--- src/rtl/core_fpu_pkg.sv ---
// ---------------------------------------------------------------------------
// core_fpu_pkg
// Shared definitions for the FP issue controller:
//   - op-code localparams (4-bit, as produced by the decode encoder)
//   - slot_t: one writeback reservation entry
//   - op classification helpers used by issue logic (latency, operand use,
//     destination register file, divider occupancy)
// ---------------------------------------------------------------------------
package core_fpu_pkg;

  localparam logic [3:0] OP_NONE   = 4'd0;
  localparam logic [3:0] OP_FADD   = 4'd1;
  localparam logic [3:0] OP_FSUB   = 4'd2;
  localparam logic [3:0] OP_FMUL   = 4'd3;
  localparam logic [3:0] OP_FDIV   = 4'd4;
  localparam logic [3:0] OP_FSQRT  = 4'd5;
  localparam logic [3:0] OP_FSGNJX = 4'd6;
  localparam logic [3:0] OP_FEQ    = 4'd7;
  localparam logic [3:0] OP_FLT    = 4'd8;
  localparam logic [3:0] OP_FLE    = 4'd9;
  localparam logic [3:0] OP_FMVSX  = 4'd10;
  localparam logic [3:0] OP_FCVTSW = 4'd11;
  localparam logic [3:0] OP_FCVTWS = 4'd12;

  // One writeback reservation: is_int selects X (1) or F (0) register file.
  typedef struct packed {
    logic       valid;
    logic       is_int;
    logic [4:0] rg;
    logic [3:0] op;
  } slot_t;

  // Unassigned encodings behave exactly like NONE.
  function automatic logic [3:0] op_norm(input logic [3:0] op);
    return (op > OP_FCVTWS) ? OP_NONE : op;
  endfunction

  // Cycles from accept to writeback. Single-cycle ops are fixed at 1.
  function automatic int op_lat(input logic [3:0] op, input int lat_add,
                                input int lat_mul, input int lat_div,
                                input int lat_cvt);
    case (op)
      OP_FADD, OP_FSUB:     return lat_add;
      OP_FMUL:              return lat_mul;
      OP_FDIV, OP_FSQRT:    return lat_div;
      OP_FCVTSW, OP_FCVTWS: return lat_cvt;
      default:              return 1;
    endcase
  endfunction

  function automatic logic op_int_dst(input logic [3:0] op);
    return (op == OP_FEQ) || (op == OP_FLT) || (op == OP_FLE) ||
           (op == OP_FCVTWS);
  endfunction

  function automatic logic op_uses_frs2(input logic [3:0] op);
    return ((op >= OP_FADD) && (op <= OP_FDIV)) ||
           ((op >= OP_FSGNJX) && (op <= OP_FLE));
  endfunction

  // FSQRT and FCVTWS read only FRS1; FMVSX/FCVTSW read an integer source.
  function automatic logic op_uses_frs1(input logic [3:0] op);
    return op_uses_frs2(op) || (op == OP_FSQRT) || (op == OP_FCVTWS);
  endfunction

  function automatic logic op_is_div(input logic [3:0] op);
    return (op == OP_FDIV) || (op == OP_FSQRT);
  endfunction

endpackage

--- src/rtl/core_fpu_wbres.sv ---
// ---------------------------------------------------------------------------
// core_fpu_wbres
// Writeback-port reservation shift register. slot[k] describes the result
// that will be on the shared FP writeback port k cycles from now; the array
// advances one entry every clock.
// Ports:
//   CLK, RST        clock, asynchronous active-high reset
//   ins_en          insert ins_slot this edge
//   ins_lat         latency L of the inserted op; lands in slot[L-1]
//   ins_slot        entry to insert
//   chk_lat         latency to test for a port collision
//   conflict        registered slot[chk_lat] is valid (never for MAX_LAT)
//   slot0           entry writing back this cycle
//   any_valid       at least one entry is valid
// ---------------------------------------------------------------------------
module core_fpu_wbres
  import core_fpu_pkg::*;
#(
  parameter int MAX_LAT = 16,
  localparam int IW = $clog2(MAX_LAT + 1)
) (
  input  logic          CLK,
  input  logic          RST,
  input  logic          ins_en,
  input  logic [IW-1:0] ins_lat,
  input  slot_t         ins_slot,
  input  logic [IW-1:0] chk_lat,
  output logic          conflict,
  output slot_t         slot0,
  output logic          any_valid
);

  slot_t [MAX_LAT-1:0] slot;
  slot_t [MAX_LAT-1:0] slot_nxt;
  logic  [MAX_LAT-1:0] vvec;

  // Shift toward slot[0]; the top entry empties. An op of latency L is
  // placed in slot[L-1] of the shifted array, so the collision it must avoid
  // is the current slot[L], which is exactly what moves into slot[L-1].
  always_comb begin
    slot_nxt = slot >> $bits(slot_t);
    for (int k = 0; k < MAX_LAT; k++)
      if (ins_en && (ins_lat == IW'(k + 1))) slot_nxt[k] = ins_slot;
  end

  always_ff @(posedge CLK or posedge RST) begin
    if (RST) slot <= '0;
    else     slot <= slot_nxt;
  end

  // chk_lat == MAX_LAT matches no entry, so the deepest latency never stalls.
  always_comb begin
    conflict = 1'b0;
    for (int k = 0; k < MAX_LAT; k++) begin
      vvec[k] = slot[k].valid;
      if (chk_lat == IW'(k)) conflict = slot[k].valid;
    end
  end

  assign slot0     = slot[0];
  assign any_valid = |vvec;

endmodule

--- src/rtl/core_fpu_issue.sv ---
// ---------------------------------------------------------------------------
// core_fpu_issue
// FP issue controller. Accepts one decoded FP op per cycle when there is no
// RAW/WAW hazard against the pending-register masks, the shared writeback
// port is free at the op's completion cycle, and (for FDIV/FSQRT) the
// non-pipelined divider is idle. Issues a start strobe to the units and
// replays the result tag on the writeback stream.
// Ports:
//   CLK, RST                    clock, asynchronous active-high reset
//   ISSUE_VALID / ISSUE_READY   issue handshake (READY is combinational and
//                               independent of VALID)
//   OP, FRD/FRS1/FRS2/RD_NUM    decoded op and register numbers
//   FU_START, FU_OP             unit start strobe and op
//   WB_VALID/INT/REG/OP         writeback tag for the result completing now
//   FP_BUSY, X_BUSY             FP / integer pending-register masks
//   DIV_BUSY                    divide/sqrt unit occupied
//   IDLE                        no result in flight
// Every latency parameter must lie in 1..MAX_LAT.
// ---------------------------------------------------------------------------
module core_fpu_issue
  import core_fpu_pkg::*;
#(
  parameter int LAT_ADD = 2,
  parameter int LAT_MUL = 2,
  parameter int LAT_DIV = 10,
  parameter int LAT_CVT = 2,
  parameter int MAX_LAT = 16
) (
  input  logic        CLK,
  input  logic        RST,
  input  logic        ISSUE_VALID,
  output logic        ISSUE_READY,
  input  logic [3:0]  OP,
  input  logic [4:0]  FRD_NUM,
  input  logic [4:0]  FRS1_NUM,
  input  logic [4:0]  FRS2_NUM,
  input  logic [4:0]  RD_NUM,
  output logic        FU_START,
  output logic [3:0]  FU_OP,
  output logic        WB_VALID,
  output logic        WB_INT,
  output logic [4:0]  WB_REG,
  output logic [3:0]  WB_OP,
  output logic [31:0] FP_BUSY,
  output logic [31:0] X_BUSY,
  output logic        DIV_BUSY,
  output logic        IDLE
);

  localparam int IW = $clog2(MAX_LAT + 1);

  logic [3:0]    op_n;
  logic [IW-1:0] lat;
  logic          is_int;
  logic          is_op;
  logic          raw_haz;
  logic          waw_haz;
  logic          div_haz;
  logic          wb_conf;
  logic          accept;
  logic          any_valid;
  slot_t         ins;
  slot_t         slot0;
  logic [31:0]   fp_set, fp_clr, x_set, x_clr;

  // ---- decode of the presented op ----
  always_comb begin
    op_n   = op_norm(OP);
    lat    = IW'(op_lat(op_n, LAT_ADD, LAT_MUL, LAT_DIV, LAT_CVT));
    is_int = op_int_dst(op_n);
    is_op  = (op_n != OP_NONE);

    ins        = '0;
    ins.valid  = 1'b1;
    ins.is_int = is_int;
    ins.rg     = is_int ? RD_NUM : FRD_NUM;
    ins.op     = op_n;
  end

  core_fpu_wbres #(.MAX_LAT(MAX_LAT)) u_wbres (
    .CLK       (CLK),
    .RST       (RST),
    .ins_en    (accept),
    .ins_lat   (lat),
    .ins_slot  (ins),
    .chk_lat   (lat),
    .conflict  (wb_conf),
    .slot0     (slot0),
    .any_valid (any_valid)
  );

  // ---- hazard checks: registered masks only, no writeback bypass ----
  always_comb begin
    raw_haz = (op_uses_frs1(op_n) && FP_BUSY[FRS1_NUM]) ||
              (op_uses_frs2(op_n) && FP_BUSY[FRS2_NUM]);
    waw_haz = is_op && (is_int ? X_BUSY[RD_NUM] : FP_BUSY[FRD_NUM]);
    div_haz = op_is_div(op_n) && DIV_BUSY;
    // NONE never stalls, whatever the reservation state.
    ISSUE_READY = !(raw_haz || waw_haz || div_haz || (is_op && wb_conf));
    accept      = ISSUE_VALID && ISSUE_READY && is_op;
  end

  assign FU_START = accept;
  assign FU_OP    = OP;

  // ---- pending masks ----
  // x0 is hardwired zero in the integer file, so it is never marked pending.
  always_comb begin
    fp_set = '0;
    x_set  = '0;
    fp_clr = '0;
    x_clr  = '0;
    if (accept && !is_int)                      fp_set[FRD_NUM] = 1'b1;
    if (accept && is_int && (RD_NUM != 5'd0))   x_set[RD_NUM]   = 1'b1;
    if (slot0.valid && !slot0.is_int)           fp_clr[slot0.rg] = 1'b1;
    if (slot0.valid && slot0.is_int)            x_clr[slot0.rg]  = 1'b1;
  end

  // A bit is never set and cleared in the same cycle: WAW stalls the setter
  // until the writeback cycle has passed.
  always_ff @(posedge CLK or posedge RST) begin
    if (RST) begin
      FP_BUSY  <= '0;
      X_BUSY   <= '0;
      DIV_BUSY <= 1'b0;
    end else begin
      FP_BUSY  <= (FP_BUSY & ~fp_clr) | fp_set;
      X_BUSY   <= (X_BUSY & ~x_clr) | x_set;
      DIV_BUSY <= (DIV_BUSY && !(slot0.valid && op_is_div(slot0.op))) ||
                  (accept && op_is_div(op_n));
    end
  end

  // ---- writeback tag stream ----
  assign WB_VALID = slot0.valid;
  assign WB_INT   = slot0.is_int;
  assign WB_REG   = slot0.rg;
  assign WB_OP    = slot0.op;
  assign IDLE     = !any_valid;

endmodule

--- config.mk ---
export PLATFORM = sky130hd
export DESIGN_NAME = core_fpu_issue
export DESIGN_NICKNAME = d
export VERILOG_FILES = /design/src/rtl/core_fpu_pkg.sv /design/src/rtl/core_fpu_wbres.sv /design/src/rtl/core_fpu_issue.sv
export SDC_FILE = /design/constraint.sdc
export NUM_CORES = 1
export LEC_CHECK = 0
export ABC_AREA = 1
export CORE_MARGIN = 4
export CORE_UTILIZATION = 30
export CTS_CLUSTER_DIAMETER = 40
export DETAILED_ROUTE_END_ITERATION = 10
export GPL_ROUTABILITY_DRIVEN = 0
export GPL_TIMING_DRIVEN = 0
export PLACE_DENSITY = 0.46
export SLEW_MARGIN = 25
export SYNTH_ARGS = -nofsm -noshare
export SYNTH_HDL_FRONTEND = slang
export SYNTH_SLANG_ARGS = --single-unit
--- constraint.sdc ---
create_clock -name CLK -period 6.3 [get_ports CLK]
set_input_delay 0.945 -clock CLK [delete_from_list [all_inputs] [get_ports CLK]]
set_output_delay 0.945 -clock CLK [all_outputs]
set_load 0.005 [all_outputs]
# [Word-level counts from Yosys, hierarchy flattened]
# Index checks and enable logic that the tools add are counted.
[totals] romBits=0 latch_bits=0 reg_bits=241 wordCells=228 memories=0 ram_bits=0
[op_classes] multipliers=0 n_div=0 shift=0 n_mux=54 magnitude_cmp=13 n_eq_ne=28 reduce_logical=60 bitwise=6 n_addsub=0
[op_table] operator="2-to-1 mux 11 bit" n=16
[op_table] operator="2-to-1 mux 32 bit" n=4
[op_table] operator="bitwise AND 32 bit" n=2
[op_table] operator="NOT 32 bit" n=2
[op_table] operator="bitwise OR 32 bit" n=2
[op_table] operator="equality test 4 bit (second input constant)" n=12
[op_table] operator="equality test 4 x 3 -> 1 bit (second input constant)" n=9
[op_table] operator="logical AND 1 bit" n=36
[op_table] operator="less-than comparator 5 x 6 -> 1 bit (second input constant)" n=5
[op_table] operator="2-to-1 mux 1 bit" n=24
[op_table] operator="binary-select mux 1 bit (select 5 bit)" n=4
[op_table] operator="equality test 4 x 2 -> 1 bit (second input constant)" n=4
[op_table] operator="OR reduction 16 bit" n=1
[op_table] operator="demux 1 bit (select 5 bit)" n=3
[op_table] operator="greater-or-equal comparator 5 x 1 -> 1 bit (second input constant)" n=3
[op_table] operator="logical OR 1 bit" n=13
[op_table] operator="equality test 4 x 1 -> 1 bit (second input constant)" n=2
[op_table] operator="case mux 4 bit (2 select lines)" n=1
[op_table] operator="equality test 4 x 5 -> 1 bit (second input constant)" n=1
[op_table] operator="zero test 1 bit" n=5
[op_table] operator="zero test 5 bit" n=1
[op_table] operator="2-to-1 mux 5 bit" n=1
[op_table] operator="nonzero test 5 bit" n=1
[op_table] operator="OR reduction 5 bit" n=1
[op_table] operator="8 further kinds" n=8

# [Depth between registers and ports, before layout]
# Gate-level depths: netlist (run 1).
[logic_depth] word_depth=31 mapped_depth=18 ltp_nobuf=15

# [Modules after synthesis]
# From an unflattened synthesis (run 1), not the netlist that was laid out.
[hier_totals] cells_unflattened=1511 hier_area_um2=11728.7
[by_module_without_submodules] mod="core_fpu_wbres" instances=1 cells_each=669 area_per_inst_um2=6611.3
[by_module_without_submodules] mod="core_fpu_issue" instances=1 cells_each=842 area_per_inst_um2=5117.4

# [Worst setup path before layout (run 1)]
# Ideal clock, no wire load.
[synth_timing] kind="input -> output" start="input port FRS1_NUM[0]" end="output port FU_START" setup_slack_ns=3.025 cell_stages=14 arrival_time_ns=2.330 path_cell_list="buf_4 > clkbuf_1 > nand2_1 > nand3_1 > nand3_1 > nand3_1 > nand3b_1 > nand2_1 > nand2_1 > nand3_1 > nor2_8 > buf_6 > nand2_1 > inv_1"
[synth_via] elab_chain_cells=10
[synth_rtl] element="start, declared" line_no="core_fpu_issue.sv:35" source="input logic [4:0] FRS1_NUM,"
[synth_rtl] element="binary-select mux 1 bit (select 5 bit)" line_no="core_fpu_issue.sv:94" source="raw_haz = (op_uses_frs1(op_n) && FP_BUSY[FRS1_NUM]) ||"
[synth_rtl] element="2-to-1 mux 1 bit (implied by the code)" line_no="core_fpu_issue.sv:94"
[synth_rtl] element="logical AND 1 bit" line_no="core_fpu_issue.sv:94"
[synth_rtl] element="logical OR 1 bit" line_no="core_fpu_issue.sv:94"
[synth_rtl] element="logical OR 1 bit (3 in series)" line_no="core_fpu_issue.sv:99" source="ISSUE_READY = !(raw_haz || waw_haz || div_haz || (is_op && wb_conf));"
[synth_rtl] element="zero test 1 bit" line_no="core_fpu_issue.sv:99"
[synth_rtl] element="via ISSUE_READY" line_no="core_fpu_issue.sv:32" source="output logic ISSUE_READY,"
[synth_rtl] element="logical AND 1 bit (2 in series)" line_no="core_fpu_issue.sv:100" source="accept = ISSUE_VALID && ISSUE_READY && is_op;"
[synth_rtl] element="end, declared" line_no="core_fpu_issue.sv:38" source="output logic FU_START,"
# The timed path passes the listed nets, and every way through them passes these cells. The select of a mux whose other input is x is not followed.

# [Worst setup path in the final report (run 1)]
[layout_timing] start="input port FRD_NUM[4]" end="output port FU_START"
[layout_via] elab_chain_cells=10
[layout_rtl] element="start, declared" line_no="core_fpu_issue.sv:34" source="input logic [4:0] FRD_NUM,"
[layout_rtl] element="binary-select mux 1 bit (select 5 bit)" line_no="core_fpu_issue.sv:96" source="waw_haz = is_op && (is_int ? X_BUSY[RD_NUM] : FP_BUSY[FRD_NUM]);"
[layout_rtl] element="2-to-1 mux 1 bit (implied by the code)" line_no="core_fpu_issue.sv:96"
[layout_rtl] element="2-to-1 mux 1 bit" line_no="core_fpu_issue.sv:96"
[layout_rtl] element="logical AND 1 bit" line_no="core_fpu_issue.sv:96"
[layout_rtl] element="logical OR 1 bit (3 in series)" line_no="core_fpu_issue.sv:99"
[layout_rtl] element="zero test 1 bit" line_no="core_fpu_issue.sv:99"
[layout_rtl] element="logical AND 1 bit (2 in series)" line_no="core_fpu_issue.sv:100"
# No other way between the ends. The select of a mux whose other input is x is not followed.

==> results.toml, run 1 <==
[setup_path]
worst_path_max_delay_cell = "clkdlybuf4s50_1"
critPathRequiredTime_ns = 5.35
rr_startpoint = "u_wbres.slot0[10]"
worstSetupPathType = "in2out"
critical_path.top_delay_family = "buffers and inverters"
slowest_delay_ns = 0.65
reg2reg_to = "FP_BUSY[11]"
cp.buffers_inverters = 6
timing.reg2reg.setup_slack_ns = 4.17
critical_path_arrival_ns = 3.85
path_cells = "clkdlybuf4s50_1 -> inv_1 -> nor3_1 -> nand2_1 -> nand2_1 -> nor2_1 -> nand3_2 -> nand3_2 -> nand2_2 -> inv_2 -> nor2_8 -> buf_6 -> nand2_1 -> inv_1 -> clkdlybuf4s50_1"
crit_path_frequent_cell = "nand2_1"
reg2reg_depth = 6
crit_path_max_fanout = 10
endpoint_type_of_the_worst_setup_path = "output pin"
worstSetupStartpointType = "input pin"

[sta]
final.min_clock_period_ns = 4.79
timing.fmax_ghz = 0.209
finalHoldWorstSlack_ns = 0.342
setup_violators_final = 0
timing_hold_violations_final = 0
report.final.slew_viol_count = 0
skew_ns = 0.0105
grt_setup_unrepaired = "false"
timing_worst_slew_pin_value_ns = 0.762
final_min_period_over_clock_period_pct = 76.1
relSlewSlack_pct = 49.0

[synthesis]
post_synth_fa_ha_maj_area_fraction_pct = 0
syn_area_mm2 = 0.00821
synth_top_family_by_area = "simple AND/OR/NAND/NOR gates"
yosysUniqueCellTypes = 36
synth_seq_area_share_pct = 53.4
yosys_register_bits = 175
yosysWarningCount = 0
synth_compound_gate_area_share_pct = 9.06
syn_area_per_cell_um2 = 8.04
post_synth_and_or_nand_nor_area_fraction_pct = 28.7
synth_xor_area_share_pct = 0.107
netlist_instances = 1020
synthMuxAreaShare_pct = 0

[outcome]
status = "complete, no violations"

[hold_path]
whs_endpoint = "u_wbres.slot[24]"
min_path_type = "reg2reg"
hp-start = "u_wbres.slot[35]"
hold_path_depth = 0

[layout]
diodes = 0
filler_cell_count = 2812
stdcell_count = 1499
area_delta_synth_final_pct = 26.1
postLayoutCoreUtil_pct = 38.4
final_layout_size_suffix_gt1_share_pct = 10.2
multi_input_gate_area_in_the_final_layout_mm2 = 0.00312
ff_latch_area_mm2 = 0.00438
final_net_count = 1172

[cts]
cts-buffers-inserted = 17
post_cts_resize_count = 0
clk_pin_slew_ns = 0.08
clkSinkCount = 175
post-cts-setup-buffer-count = 0
cts-root-buf = "clkbuf_16"
cts_hold_buf = 0
clk_path_buf_depth = 2
tritoncts = "done"
clock_insertion_delay_at_the_later_pin_of_the_skew_report_ns = 0.44
h-tree-depth = 4

[global_routing]
grt_max_degree = 71
grt_pass1_vias = 6958
first_pass_grt_wire_length_um = 40900
grt.total_usage_pct = 17.4
grt-ovfl-total = 0
number_of_antenna_violations_at_the_first_check_in_global_routing = 0

[floorplanning]
floorplan.die.width_um = 173
floorplan.core_area_mm2 = 0.0270
io_pins = 110
floorplan.initialDensity_pct = 30.4
placementRows = 60
chipHeight_um = 173
die_area_mm2 = 0.0301

[route]
detailed_route_wire_length_um = 26000
avgRoutedWirePerCell_um = 17.3
route.detailed.vias_per_inst = 4.78
detail-route-antenna-nets = 0
detailroute.via_count = 7164
drt_pre_antenna_iters = 7
drt_first_iter_violations = 584
post-route-drc-count = 0

[pwr]
power.total_mw = 2.59
seq_power_share_pct = 45.9
comb_power_share_pct = 12.0
power-per-cell-area_mw_per_mm2 = 250
static-leakage-power_nw = 5.06
net-switching-power_mw = 0.764
cell_internal_pwr_mw = 1.82
switching_share_pct = 29.5
share_clk_of_total_power_pct = 42.2
ir_drop_mv = 0.183

[placed_design]
placedCellCount = 1467
post-dp-hpwl_um = 19400
buffer_ports.inserted = 102

[run]
max_cap_viol_count = 0
-- cells by family after synthesis --
logic type,after synthesis
flip-flops,175
XOR/XNOR,1
other,1
AO/OA/AOI/OAI,138
buffers and inverters,160
AND/OR/NAND/NOR,545
-- how the worst max path moves through the flow --
stage,startpoint,end,cells after the start
global placement,RST,u_wbres.slot[55],2
detailed placement,FRD_NUM[3],FU_START,15
global route,FRD_NUM[3],FU_START,15
floorplan,RST,DIV_BUSY,1
finish,FRD_NUM[4],FU_START,15
CTS,FRD_NUM[3],FU_START,15
-- per-stage QoR --
stage	TNS [ns]	worst slack, ns	instance area [um^2]
floorplan	0	0.610	8210
global placement	-330.29	-1.91	9660
detailed placement	0	1.47	9720
CTS	0	1.47	10300
global route	0	1.26	10300
finish	0	1.51	10300
-- cell type report --
type,instances,share of cell area [%]
well taps,341,4.12
inverters,101,3.76
flip-flops and latches,175,42.3
repair buffers,104,10.4
clock buffers,18,4.24
plain buffers,59,3.24
clock inverters,14,1.80
multi-input cells,687,30.1
-- layer usage --
layer / track usage (%) / up-vias / share of wire (%)
li1: - / 3489 / -
met1: 25.1 / 3445 / 48
met2: 26.7 / 206 / 45
met3: 3.51 / 24 / 5.4
met4: 4.69 / 0 / 1.4
met5: 0 / - / 0
-- state kept, by name, summed over array words and instances (netlist names) --
signal         flops
FP_BUSY           32
X_BUSY            32
DIV_BUSY           1
u_wbres.slot0     11
u_wbres.slot      99
-- power groups by stage --
| stage | Clock, mW | Sequential, mW | Combinational [mW] |
|---|---|---|---|
| floorplan | 0 | 1.20 | 0.179 |
| global placement | 0 | 1.21 | 0.305 |
| detailed placement | 0 | 1.21 | 0.313 |
| CTS | 1.12 | 1.19 | 0.314 |
| global route | 1.17 | 1.19 | 0.347 |
| finish | 1.09 | 1.19 | 0.311 |
-- synthesized netlist by cell type (all sizes together) --
cell,count,share of area [%]
a21boi,1,0.14
a21oi,5,0.30
a22oi,1,0.092
a31oi,1,0.076
buf,37,3.1
clkbuf,22,1.0
clkinv,1,0.046
conb,1,0.046
dfrtp,175,53
inv,100,4.6
nand2,355,16
nand3,69,4.5
nand3b,1,0.092
nand4,26,2.1
nor2,72,3.9
nor3,20,1.6
nor4,1,0.076
o211ai,1,0.092
o21ai,128,8.3
o21bai,1,0.092
or4,1,0.092
xor2,1,0.11
-- layout by cell type, fill, tap and decap left out, types with 2 or more instances in the layout --
cell type	count
nor3_1	13
inv_12	2
nor3_2	7
conb_1	3
nand2_1	353
clkbuf_16	17
o21ai_1	52
o21ai_2	10
nor2_1	65
a21oi_1	5
nor2_4	3
nor2_2	3
dfrtp_1	175
inv_2	13
nand4_2	2
buf_16	2
buf_4	22
o21ai_0	66
buf_2	13
nand3_1	66
clkbuf_1	22
clkdlybuf4s50_1	102
inv_6	3
inv_8	3
nand4_1	24
nand2_2	2
clkinv_8	6
inv_1	85
nand3_2	2
buf_6	2
Power figures use the tool's default switching activity.
==> run 2: changes to the inputs <==
- PLACE_DENSITY: 0.46 -> 0.48
- clock period: 6.3 -> 4.1 ns (I/O delays scaled with it)
==> results.toml, run 2 (synthesized netlist as in run 1, its figures left out) <==
[outcome]
status = "complete, no violations"

[setup_path]
endpoint_type_of_the_worst_setup_path = "output pin"
critical_path.top_delay_family = "buffers and inverters"
worstSetupStartpointType = "input pin"
crit_path_max_fanout = 10
crit_path_frequent_cell = "nand2_1"
critPathRequiredTime_ns = 3.48
slowest_delay_ns = 0.69
path_cells = "clkdlybuf4s50_1 -> inv_2 -> nor3_4 -> nand2_1 -> nand2_1 -> nor2_1 -> nand3_2 -> nand3_2 -> nand2_2 -> inv_2 -> nor2_8 -> buf_6 -> nand2_1 -> inv_1 -> clkdlybuf4s50_1"
critical_path_arrival_ns = 3.31
cp.buffers_inverters = 6
worst_path_max_delay_cell = "clkdlybuf4s50_1"
worstSetupPathType = "in2out"

[route]
detailroute.via_count = 7143
drt_pre_antenna_iters = 6
route.detailed.vias_per_inst = 4.75
drt_first_iter_violations = 477
detail-route-antenna-nets = 0
detailed_route_wire_length_um = 25500
post-route-drc-count = 0
avgRoutedWirePerCell_um = 17.0

[cts]
clk_path_buf_depth = 2
cts-buffers-inserted = 17
tritoncts = "done"
cts-root-buf = "clkbuf_16"
cts_hold_buf = 0
clk_pin_slew_ns = 0.08
h-tree-depth = 4
clkSinkCount = 175
post-cts-setup-buffer-count = 0
clock_insertion_delay_at_the_later_pin_of_the_skew_report_ns = 0.43

[layout]
area_delta_synth_final_pct = 28.0
filler_cell_count = 2719
final_net_count = 1176
postLayoutCoreUtil_pct = 39.0
top_library_cells_by_usage_in_the_layout_fill_and_taps_aside = "nand2_1, dfrtp_1, clkdlybuf4s50_1"
top_regs = "u_wbres.slot x99, FP_BUSY x32, X_BUSY x32"
diodes = 0
regMostFlops = "u_wbres.slot"
final_layout_size_suffix_gt1_share_pct = 11.4
post-route-cell-area_mm2 = 0.0105
number_of_flip_flops_under_the_largest_register_name = 99
layout_commonest_cell = "nand2_1"

[sta]
report.final.slew_viol_count = 0
timing.setup.tns_ns = 0
skew_ns = 0.00898
relSlewSlack_pct = 47.2
final.min_clock_period_ns = 3.93
timing_worst_slew_pin_value_ns = 0.789
timing.fmax_ghz = 0.255
final_min_period_over_clock_period_pct = 95.8
timing_hold_violations_final = 0
setup_violators_final = 0
grt_setup_unrepaired = "false"

[global_routing]
grt_max_degree = 33
grt_pass1_vias = 7004
grt-ovfl-total = 0
grt.total_usage_pct = 17.1
first_pass_grt_wire_length_um = 40400
number_of_antenna_violations_at_the_first_check_in_global_routing = 0

[placed_design]
post-dp-hpwl_um = 19300
placed_cell_area_mm2 = 0.00978
buffer_ports.inserted = 102

[pwr]
power.total_mw = 3.96
power-per-cell-area_mw_per_mm2 = 377
ir_drop_mv = 0.234
static-leakage-power_nw = 5.17

[floorplanning]
floorplan.core_area_mm2 = 0.0270
die_area_mm2 = 0.0301
io_pins = 110
placementRows = 60
chipHeight_um = 173
floorplan.initialDensity_pct = 30.4
floorplan.die.width_um = 173

[run]
max_cap_viol_count = 0

[hold_path]
min_path_type = "reg2reg"
-- run 2: metal layers --
metal | vias to the layer above | GRT usage [%] | routed length [um]
met4 | 0 | 4.59 | 350
li1 | 3503 | - | -
met5 | - | 0 | 0
met3 | 23 | 3.40 | 1140
met2 | 180 | 26.5 | 11600
met1 | 3437 | 24.7 | 12400
-- run 2: path summary, 6_finish.rpt --
| check | from | end | slack [ns] | cells past startpoint |
|---|---|---|---|---|
| worst max-delay path | FRD_NUM[4] | FU_START | 0.17 | 15 |
| worst min-delay path | u_wbres.slot[88] | u_wbres.slot[77] | 0.34 | 0 |
| worst max register to register | u_wbres.slot0[10] | FP_BUSY[18] | 1.93 | 6 |
| worst min register to register | u_wbres.slot[88] | u_wbres.slot[77] | 0.34 | 0 |
| max in group asynchronous | RST | FP_BUSY[29] | 2.64 | 5 |
| min in group asynchronous | RST | u_wbres.slot[80] | 0.53 | 2 |
-- run 2: repair_timing --
action | in CTS | in global routing
setup endpoints to repair | 1 | 2
pin swaps | 0 | 0
gates resized for setup | 2 | 27
-- run 2: stage by stage --
stage                     std cells  setup slack (ns)  hold slack [ns]
after floorplan                1022              1.25            0.331
after global placement         1465            -0.254            0.331
after detailed placement       1471            -0.106            0.335
after CTS                      1503           0.00139            0.344
after global routing           1503            0.0129            0.347
final                          1503             0.173            0.344
-- run 2: where the power goes --
group	leakage [nW]	switching [mW]	internal, mW
Sequential	2.05	0.0513	1.77
Combinational	2.83	0.304	0.187
Clock	0.290	0.772	0.873
-- run 2: cell type report --
| class | count | area, um^2 | share of cell area [%] |
|---|---|---|---|
| sequential | 175 | 4380 | 41.7 |
| multi-input combinational | 687 | 3220 | 30.7 |
| timing repair buffer | 108 | 1160 | 11.0 |
| clock buffer | 18 | 429 | 4.09 |
| tap | 341 | 427 | 4.06 |
| inverter | 101 | 389 | 3.71 |
| buffer | 59 | 337 | 3.20 |
| clock inverter | 14 | 164 | 1.56 |
